**src/rtl/led_sweep_pkg.sv**
```systemverilog
// Shared types and constants for the LED sweep sequencer.
// Mode codes, FSM state and LED index width.
package led_sweep_pkg;

    localparam int          LED_IDX_W = 4;
    localparam logic [3:0]  LED_MAX   = 4'd15;

    localparam logic [1:0]  MODE_UP   = 2'b00;
    localparam logic [1:0]  MODE_DOWN = 2'b01;
    localparam logic [1:0]  MODE_PING = 2'b10;
    localparam logic [1:0]  MODE_ONCE = 2'b11;

    typedef enum logic {
        IDLE,
        RUN
    } state_t;

    typedef enum logic {
        DIR_UP,
        DIR_DOWN
    } dir_t;

endpackage

```
**src/rtl/led_sweep_ctrl_if.sv**
```systemverilog
// Control/status bundle between board logic and the sweep sequencer.
// master = board side (drives start/stop/mode), slave = sequencer.
interface led_sweep_ctrl_if;
    import led_sweep_pkg::*;

    logic                 start;
    logic                 stop;
    logic [1:0]           mode;
    logic                 en;
    logic [LED_IDX_W-1:0] a;
    logic                 busy;
    logic                 wrap;

    modport master (
        output start,
        output stop,
        output mode,
        input  en,
        input  a,
        input  busy,
        input  wrap
    );

    modport slave (
        input  start,
        input  stop,
        input  mode,
        output en,
        output a,
        output busy,
        output wrap
    );

endinterface

```
**src/rtl/four_16bin_decoder.sv**
```systemverilog
// 4-to-16 one-hot decoder with active-high enable.
// Board-side consumer of the sweep sequencer outputs.
module four_16bin_decoder (
    input  logic        i_en,
    input  logic [3:0]  i_sel,
    output logic [15:0] o_y
);

    // One-hot decode of the select when enabled, all dark otherwise.
    always_comb begin
        o_y = '0;
        if (i_en) begin
            o_y[i_sel] = 1'b1;
        end
    end

endmodule

```
**src/rtl/led_sweep_ctrl_tick_prescaler.sv**
```systemverilog
// Step-rate prescaler: one-cycle tick every TICK_DIV cycles.
// clr holds the count at zero so a fresh run starts a full period.
module tick_prescaler #(
    parameter int TICK_DIV = 25_000_000
) (
    input  logic clk,
    input  logic rst,
    input  logic clr,
    output logic tick
);

    localparam int CNT_W = (TICK_DIV > 1) ? $clog2(TICK_DIV) : 1;
    localparam logic [CNT_W-1:0] CNT_LAST = CNT_W'(TICK_DIV - 1);

    logic [CNT_W-1:0] r_cnt;
    logic             w_last;

    assign w_last = (r_cnt == CNT_LAST);
    assign tick   = !clr && w_last;

    // Count 0..TICK_DIV-1 and roll over; clr or rst parks it at zero.
    always_ff @(posedge clk) begin
        if (rst || clr) begin
            r_cnt <= '0;
        end else if (w_last) begin
            r_cnt <= '0;
        end else begin
            r_cnt <= r_cnt + CNT_W'(1);
        end
    end

endmodule

```
**src/rtl/led_sweep_ctrl.sv**
```systemverilog
// LED sweep sequencer: steps the decoder select through
// up/down/ping-pong/one-shot patterns at a prescaled rate.
module led_sweep_ctrl
    import led_sweep_pkg::*;
#(
    parameter int TICK_DIV = 25_000_000
) (
    input  logic                clk,
    input  logic                rst,
    led_sweep_ctrl_if.slave     bus,
    output logic [15:0]         o_led
);

    state_t               r_state;
    dir_t                 r_dir;
    logic [1:0]           r_mode_q;
    logic                 r_en;
    logic [LED_IDX_W-1:0] r_a;
    logic                 r_busy;
    logic                 r_wrap;

    logic                 w_clr;
    logic                 w_tick;

    assign w_clr = (r_state != RUN) || bus.stop;

    tick_prescaler #(
        .TICK_DIV (TICK_DIV)
    ) u_prescaler (
        .clk  (clk),
        .rst  (rst),
        .clr  (w_clr),
        .tick (w_tick)
    );

    // Sequencer FSM with all outputs registered; stop beats a step.
    always_ff @(posedge clk) begin
        if (rst) begin
            r_state  <= IDLE;
            r_dir    <= DIR_UP;
            r_mode_q <= MODE_UP;
            r_en     <= 1'b0;
            r_a      <= '0;
            r_busy   <= 1'b0;
            r_wrap   <= 1'b0;
        end else begin
            r_wrap <= 1'b0;
            unique case (r_state)
                IDLE: begin
                    r_en   <= 1'b0;
                    r_busy <= 1'b0;
                    r_a    <= '0;
                    if (bus.start && !bus.stop) begin
                        r_state  <= RUN;
                        r_en     <= 1'b1;
                        r_busy   <= 1'b1;
                        r_mode_q <= bus.mode;
                        r_dir    <= DIR_UP;
                        r_a      <= (bus.mode == MODE_DOWN) ? LED_MAX : '0;
                    end
                end
                RUN: begin
                    if (bus.stop) begin
                        r_state <= IDLE;
                        r_en    <= 1'b0;
                        r_busy  <= 1'b0;
                        r_a     <= '0;
                    end else if (w_tick) begin
                        unique case (r_mode_q)
                            MODE_UP: begin
                                r_a    <= r_a + 4'd1;
                                r_wrap <= (r_a == LED_MAX);
                            end
                            MODE_DOWN: begin
                                r_a    <= r_a - 4'd1;
                                r_wrap <= (r_a == '0);
                            end
                            MODE_PING: begin
                                if (r_dir == DIR_UP) begin
                                    if (r_a == LED_MAX) begin
                                        r_a    <= LED_MAX - 4'd1;
                                        r_dir  <= DIR_DOWN;
                                        r_wrap <= 1'b1;
                                    end else begin
                                        r_a <= r_a + 4'd1;
                                    end
                                end else begin
                                    if (r_a == '0) begin
                                        r_a    <= 4'd1;
                                        r_dir  <= DIR_UP;
                                        r_wrap <= 1'b1;
                                    end else begin
                                        r_a <= r_a - 4'd1;
                                    end
                                end
                            end
                            MODE_ONCE: begin
                                if (r_a == LED_MAX) begin
                                    r_state <= IDLE;
                                    r_en    <= 1'b0;
                                    r_busy  <= 1'b0;
                                    r_a     <= '0;
                                    r_wrap  <= 1'b1;
                                end else begin
                                    r_a <= r_a + 4'd1;
                                end
                            end
                        endcase
                    end
                end
            endcase
        end
    end

    assign bus.en   = r_en;
    assign bus.a    = r_a;
    assign bus.busy = r_busy;
    assign bus.wrap = r_wrap;

    four_16bin_decoder u_decoder (
        .i_en  (r_en),
        .i_sel (r_a),
        .o_y   (o_led)
    );

endmodule

```
**src/flat_wrapper.sv**
```systemverilog
// flat-port wrapper written by rule: the top's interface ports become plain ports
module led_sweep_ctrl_flat import led_sweep_pkg::*;
#(
    parameter int TICK_DIV = 25_000_000
)
  (clk, rst, o_led, bus_start, bus_stop, bus_mode, bus_en, bus_a, bus_busy, bus_wrap);
  led_sweep_ctrl_if bus_i ();
  input  logic clk;
  input  logic rst;
  output logic [15:0] o_led;
  input wire logic [$bits(bus_i.start)-1:0] bus_start;
  input wire logic [$bits(bus_i.stop)-1:0] bus_stop;
  input wire logic [$bits(bus_i.mode)-1:0] bus_mode;
  output wire logic [$bits(bus_i.en)-1:0] bus_en;
  output wire logic [$bits(bus_i.a)-1:0] bus_a;
  output wire logic [$bits(bus_i.busy)-1:0] bus_busy;
  output wire logic [$bits(bus_i.wrap)-1:0] bus_wrap;
  assign bus_i.start = bus_start;
  assign bus_i.stop = bus_stop;
  assign bus_i.mode = bus_mode;
  assign bus_en = bus_i.en;
  assign bus_a = bus_i.a;
  assign bus_busy = bus_i.busy;
  assign bus_wrap = bus_i.wrap;
  led_sweep_ctrl #(.TICK_DIV(TICK_DIV)) u_core (.clk(clk), .rst(rst), .bus(bus_i), .o_led(o_led));
endmodule
```
**config.mk**
```make
export PLATFORM = sky130hd
export DESIGN_NAME = led_sweep_ctrl_flat
export DESIGN_NICKNAME = d
export VERILOG_FILES = /design/src/rtl/led_sweep_pkg.sv /design/src/rtl/led_sweep_ctrl_if.sv /design/src/rtl/four_16bin_decoder.sv /design/src/rtl/led_sweep_ctrl_tick_prescaler.sv /design/src/rtl/led_sweep_ctrl.sv /design/src/flat_wrapper.sv
export SDC_FILE = /design/constraint.sdc
export NUM_CORES = 1
export LEC_CHECK = 0
export BUFFER_PORTS_ARGS = -buffer_cell sky130_fd_sc_hd__buf_4
export CORE_MARGIN = 2
export CORE_UTILIZATION = 35
export CTS_CLUSTER_DIAMETER = 120
export DETAILED_ROUTE_END_ITERATION = 10
export PLACE_DENSITY = 0.61
export SLEW_MARGIN = 15
export SYNTH_ARGS = -nofsm -noshare
export SYNTH_HDL_FRONTEND = slang
export SYNTH_HIERARCHICAL = 1
export SYNTH_SLANG_ARGS = --single-unit
```
**constraint.sdc**
```tcl
create_clock -name clk -period 4.2 [get_ports clk]
set_clock_uncertainty 0.15 [all_clocks]
set_input_delay 0.84 -clock clk [delete_from_list [all_inputs] [get_ports clk]]
set_output_delay 0.84 -clock clk [all_outputs]
set_load 0.01 [all_outputs]
```
==> flow_summary.yaml, run 1 <==
global_routing:
  grt_start_max_net_pins: 26
  first_global_vias: 1782
  grt_use_total: 0.154
  grt_first_pass_wirelength_mm: 8.22
  grt_remaining_overflow: 0
  antenna_found_initial: 0
pwr:
  power_frac_clock: 0.385
  power_leakage_nw: 0.815
  switching_share: 0.230
  p_comb_frac: 0.070
  ir_worst_vdd_mv: 0.186
  p_int_w: 0.000483
  p_switching_w: 0.000144
  power.share.sequential: 0.545
  p_per_area_nw_per_um2: 251
  power.total_w: 0.000627
clock_network:
  cts_buffer_depth: 2
  hold_buffers: 0
  cts-root-buf: "clkbuf_8"
  cts_tree: "built"
  post_cts_resized: 0
  clock_latency_ns: 0.28
  postCtsSetupBuffers: 0
  ctsHtreeMaxLevel: 2
  clock_sinks: 35
  cts.reportedPaths.clkPinSlew_ns: 0.07
  numCtsBuffers: 5
synthesis:
  syn-num-nets: 291
  synthArstFlopShare: 0
  synth_area_per_cell_sq_um: 7.83
  synth.cell_area_sq_um: 2170
  synth_cell_types: 55
  synthCells: 277
  synth_edf_count: 0
  yosysWarnings: 6
  ys_seq_area_frac: 0.323
  ys_ff_latch: 35
  synth-main-ff-cell: "dfxtp_1"
detailed_routing:
  drt_first_pass_iters: 4
  postRouteAntennaNets: 0
  wl_per_cell_microns: 13.0
  wl_mm: 4.87
  first_iter_violations: 111
  via_per_inst: 5.39
  vias: 2021
  drc: 0
cells_and_area:
  regArea_sq_um: 701
  multiInputGateArea_sq_um: 1360
  num-fill-cells: 629
  final_nets: 314
  syn_to_final_growth_pct: 15.3
  layout-drive-gt1-share: 0.177
  num_antenna_cells: 0
  post-route-util: 0.420
  final_cell_mix: "nor2_1 (39), dfxtp_1 (35), buf_4 (29), nand2_1 (21), nand3_1 (14)"
  final_common_cell: "nor2_1"
floorplanning:
  row_count: 28
  ios: 29
  core_sq_um: 5960
  die_x_microns: 82.7
  dieArea_sq_um: 6840
  die_h_microns: 82.7
  initial_core_util: 0.364
placement:
  port_buffers: 28
  place_hpwl_mm: 3.58
  gp_congestion: 0.874
setup_path:
  r2r-start: "u_core/u_prescaler/r_cnt[13]$_SDFF_PP0_"
  crit_fanout: 8
  reg2reg_depth: 8
  timing.critical_path.buf_inv: 1
  cp_top_family: "simple AND/OR/NAND/NOR gates"
  cp.required_ns: 4.20
  worst_ep_arrival_time_ns: 2.70
  cp_slowest_stage_delay_ns: 0.68
  cp_cell_sequence: "nand2_1 -> or4_2 -> nor4_1 -> buf_4 -> nor2b_1 -> o21bai_1 -> o21a_1 -> o221ai_1"
  rr_endpoint: "u_core/bus.a[0]$_SDFFE_PP0P_"
  cp_slowest_cell: "or4_2"
  endpoint_kind: "register"
  start_kind: "register"
  crit_type: "register to register"
  r2r_setup_slack_ns: 1.50
timing:
  setup_viol: 0
  maxSlewViolCount: 0
  min_period_ns: 2.70
  finalHoldViolations: 0
  tightest_slew_ns: 1.04
  setup_tns_ns: 0
  final.period_utilization: 0.644
  fmax_mhz: 370
  rsz0062_at_grt: "no"
  max-slew-margin-rel: 0.309
job:
  drv_cap: 0
worst_hold_path:
  hold_end: "u_core/u_prescaler/r_cnt[0]$_SDFF_PP0_"
  hold_path.startpoint: "u_core/u_prescaler/r_cnt[0]$_SDFF_PP0_"
  hold_depth: 1
  min_path_type: "register to register"
run_status:
  status: "finished clean"
[cell usage after synthesis, types with 3 or more instances]
library cell / number / area share
xor2_1: 6 / 0.024
nand3_1: 14 / 0.032
a21oi_1: 13 / 0.030
buf_2: 5 / 0.012
o21ai_0: 13 / 0.030
nand2b_1: 6 / 0.017
nand4_1: 7 / 0.020
nand2_1: 21 / 0.036
nor3_1: 12 / 0.028
and3_1: 4 / 0.012
dfxtp_1: 35 / 0.32
clkbuf_1: 6 / 0.010
o31ai_1: 3 / 0.010
nor2_1: 39 / 0.067
a31oi_1: 3 / 0.0087
ha_1: 8 / 0.046
inv_1: 12 / 0.021
or3_1: 4 / 0.012
nor4_1: 8 / 0.023
xnor2_1: 11 / 0.044
[layout make-up]
class,count,share of cell area
flip-flops and latches,35,0.280
inverters,12,0.0180
clock buffers,6,0.0330
well taps,75,0.0375
multi-input cells,217,0.542
repair buffers,29,0.0870
clock inverters,1,0.00200
[worst register-to-register path: stages (launching register included)]
cell	delay [ns]
dfxtp_1	0.41
nand2_1	0.13
or4_2	0.69
nor4_1	0.22
buf_4	0.21
nor2b_1	0.05
o21bai_1	0.41
o21a_1	0.20
o221ai_1	0.12
[power by group through the flow]
stage | Clock, W | Combinational [W] | Sequential [W]
floorplan | 0 | 0.0000312 | 0.000347
global placement | 0 | 0.0000437 | 0.000349
detailed placement | 0 | 0.0000439 | 0.000349
CTS | 0.000255 | 0.0000441 | 0.000342
global route | 0.000266 | 0.0000494 | 0.000342
finish | 0.000241 | 0.0000442 | 0.000342
[cells by family after synthesis]
family / after synthesis / share of synthesized area
xor+xnor: 17 / 0.0686
compound gates: 54 / 0.171
buf+inv: 25 / 0.0513
fa+ha+maj: 8 / 0.0461
simple gates: 138 / 0.340
flops: 35 / 0.323
[sequential cells by signal (all words and copies together), names as in the netlist]
register	cells
u_core/r_state	1
u_core/bus.a	4
u_core/r_dir	1
u_core/u_prescaler/r_cnt	25
u_core/bus.wrap	1
u_core/bus.busy	1
u_core/r_mode_q	2
[per-stage QoR]
stage	setup slack, ns	std cells	instance area (sq um)	hold WS [ns]
6_report	1.50	375	2500	0.306
5_1_grt	1.31	375	2500	0.332
4_1_cts	1.53	375	2500	0.313
3_5_place_dp	1.23	368	2410	0.296
3_3_place_gp	1.34	368	2410	0.291
2_1_floorplan	1.53	277	2170	0.276
[worst max-delay path by stage]
| stage | depth (start not counted) | endpoint | slack (ns) | from |
|---|---|---|---|---|
| finish | 8 | u_core/bus.a[0]$_SDFFE_PP0P_ | 1.50 | u_core/u_prescaler/r_cnt[13]$_SDFF_PP0_ |
| global route | 8 | u_core/bus.a[0]$_SDFFE_PP0P_ | 1.31 | u_core/u_prescaler/r_cnt[13]$_SDFF_PP0_ |
| CTS | 8 | u_core/bus.a[0]$_SDFFE_PP0P_ | 1.53 | u_core/u_prescaler/r_cnt[13]$_SDFF_PP0_ |
| detailed placement | 9 | u_core/bus.a[0]$_SDFFE_PP0P_ | 1.23 | bus_stop |
| global placement | 9 | u_core/bus.a[0]$_SDFFE_PP0P_ | 1.34 | bus_stop |
| floorplan | 8 | u_core/bus.a[0]$_SDFFE_PP0P_ | 1.53 | bus_stop |
[layer usage]
metal	up-vias	part of all wire	global-route usage
li1	1040	-	-
met1	931	0.49	0.202
met2	43	0.44	0.252
met3	7	0.052	0.0304
met4	0	0.014	0.0541
met5	-	0	0
(Power assumes the default switching activity.)
==> run 2, diff against run 1 <==
--- a/config.mk
+++ b/config.mk
@@ -10,7 +10,7 @@
 export CORE_UTILIZATION = 35
 export CTS_CLUSTER_DIAMETER = 120
 export DETAILED_ROUTE_END_ITERATION = 10
-export PLACE_DENSITY = 0.61
+export PLACE_DENSITY = 0.63
 export SLEW_MARGIN = 15
 export SYNTH_ARGS = -nofsm -noshare
 export SYNTH_HDL_FRONTEND = slang
==> constraint.sdc (replaced) <==
create_clock -name clk -period 2.3 [get_ports clk]
set_clock_uncertainty 0.15 [all_clocks]
set_input_delay 0.46 -clock clk [delete_from_list [all_inputs] [get_ports clk]]
set_output_delay 0.46 -clock clk [all_outputs]
set_load 0.01 [all_outputs]
==> flow_summary.yaml, run 2 (synthesis results as in run 1) <==
timing:
  setup_viol: 0
  finalHoldViolations: 0
  rsz0062_at_grt: "yes"
  min_period_ns: 2.19
  layout_setup_ws_ns: 0.115
  final.period_utilization: 0.950
  max-slew-margin-rel: 0.665
  maxSlewViolCount: 0
  fmax_mhz: 458
  setup_tns_ns: 0
  tightest_slew_ns: 0.499
cells_and_area:
  final_nets: 334
  instances_no_fill: 396
  final_common_cell: "buf_4"
  largest_register_ffs: 25
  num-fill-cells: 598
  num_antenna_cells: 0
  post-route-util: 0.456
  syn_to_final_growth_pct: 25.2
  final_cell_mix: "buf_4 (49), nor2_1 (39), dfxtp_1 (33), nand2_1 (21), nand3_1 (14)"
  layout-drive-gt1-share: 0.243
  largest_register: "u_core/u_prescaler/r_cnt"
setup_path:
  start_kind: "register"
  endpoint_kind: "register"
  r2r_setup_slack_ns: 0.11
  worst_ep_arrival_time_ns: 2.19
  crit_fanout: 8
  crit_type: "register to register"
  cp.required_ns: 2.30
detailed_routing:
  via_per_inst: 5.28
  m1WireLength_mm: 2.36
  wl_mm: 5.10
  drc: 0
  highest_layer: "met4"
  first_iter_violations: 86
  wl_met2_mm: 2.32
  drt_first_pass_iters: 5
  wl_met3_microns: 338
  wl_per_cell_microns: 12.9
  postRouteAntennaNets: 0
  vias: 2091
placement:
  gp_congestion: 0.842
  place_inst: 387
  place_hpwl_mm: 3.83
  post-place-ws_ns: 0.0435
  port_buffers: 28
pwr:
  p_per_area_nw_per_um2: 506
  power.total_w: 0.00137
  switching_share: 0.211
  power_frac_clock: 0.483
  p_comb_frac: 0.065
  power.share.sequential: 0.452
  p_switching_w: 0.000289
  power_leakage_nw: 0.932
  ir_worst_vdd_mv: 0.289
  p_int_w: 0.00108
global_routing:
  first_global_vias: 1845
  grt_remaining_overflow: 0
  grt_use_total: 0.157
  antenna_found_initial: 0
  grt_first_pass_wirelength_mm: 8.39
  grt_start_max_net_pins: 19
clock_network:
  hold_buffers: 0
  cts_buffer_depth: 2
  clock_sinks: 35
  clock_latency_ns: 0.29
  cts_tree: "built"
  cts-root-buf: "clkbuf_8"
  cts.reportedPaths.clkPinSlew_ns: 0.07
  ctsHtreeMaxLevel: 2
  numCtsBuffers: 5
floorplanning:
  core_sq_um: 5960
  die_h_microns: 82.7
  dieArea_sq_um: 6840
  die_x_microns: 82.7
  row_count: 28
  ios: 29
  initial_core_util: 0.364
run_status:
  status: "finished clean"
job:
  drv_cap: 0
worst_hold_path:
  min_path_type: "register to register"
[run 2: cell count changes in the layout (fill, tap and decap cells not counted), moves of 2 or more]
cell,change
bufinv_16,+2
dfxtp_1,-2
buf_4,+20
dfxtp_2,+2
[run 2: power groups by stage]
stage / logic [W] / clock network (W) / registers (W)
floorplan: 0.0000576 / 0 / 0.000634
global placement: 0.0000883 / 0 / 0.000635
detailed placement: 0.0000893 / 0 / 0.000635
CTS: 0.0000897 / 0.000680 / 0.000621
global route: 0.0000993 / 0.000704 / 0.000622
finish: 0.0000896 / 0.000663 / 0.000621
[run 2: routing by layer]
| metal | up-vias | track usage |
|---|---|---|
| li1 | 1080 | - |
| met2 | 56 | 0.260 |
| met5 | - | 0 |
| met3 | 8 | 0.0348 |
| met4 | 0 | 0.0541 |
| met1 | 947 | 0.201 |
[run 2: area by class of cell]
type | count | area, sq um | share of cell area
multi-input combinational | 217 | 1370 | 0.504
sequential | 35 | 703 | 0.259
timing repair buffer | 49 | 368 | 0.135
tap | 75 | 93.8 | 0.0345
clock buffer | 5 | 68.8 | 0.0253
clock inverter | 3 | 67.6 | 0.0249
inverter | 12 | 45.0 | 0.0166
[run 2: repair_timing]
action	CTS	global route
buffers inserted	0	1
endpoints found under the setup margin	0	10
resized for setup	0	4
endpoints found under the hold margin	0	0
[run 2: final timing paths]
path,endpoint,start,cells past startpoint
worst max-delay path,u_core/bus.a[0]$_SDFFE_PP0P_,u_core/u_prescaler/r_cnt[1]$_SDFF_PP0_,9
worst min-delay path,u_core/u_prescaler/r_cnt[0]$_SDFF_PP0_,u_core/u_prescaler/r_cnt[0]$_SDFF_PP0_,1
worst max register to register,u_core/bus.a[0]$_SDFFE_PP0P_,u_core/u_prescaler/r_cnt[1]$_SDFF_PP0_,9
worst min register to register,u_core/u_prescaler/r_cnt[0]$_SDFF_PP0_,u_core/u_prescaler/r_cnt[0]$_SDFF_PP0_,1
[run 2: per-stage QoR]
stage               hold slack, ns  instance area [sq um]
floorplan                    0.276                   2180
global placement             0.290                   2560
detailed placement           0.304                   2560
CTS                          0.266                   2700
global route                 0.275                   2720
finish                       0.276                   2720
[run 2: worst max-delay path, cell delays in order (launching register included)]
cell      delay (ns)
dfxtp_1         0.35
ha_1            0.17
nand4_1         0.15
or2_2           0.35
nor4_2          0.21
buf_4           0.18
nor2b_1         0.06
o21bai_2        0.16
o21a_1          0.16
o221ai_1        0.13
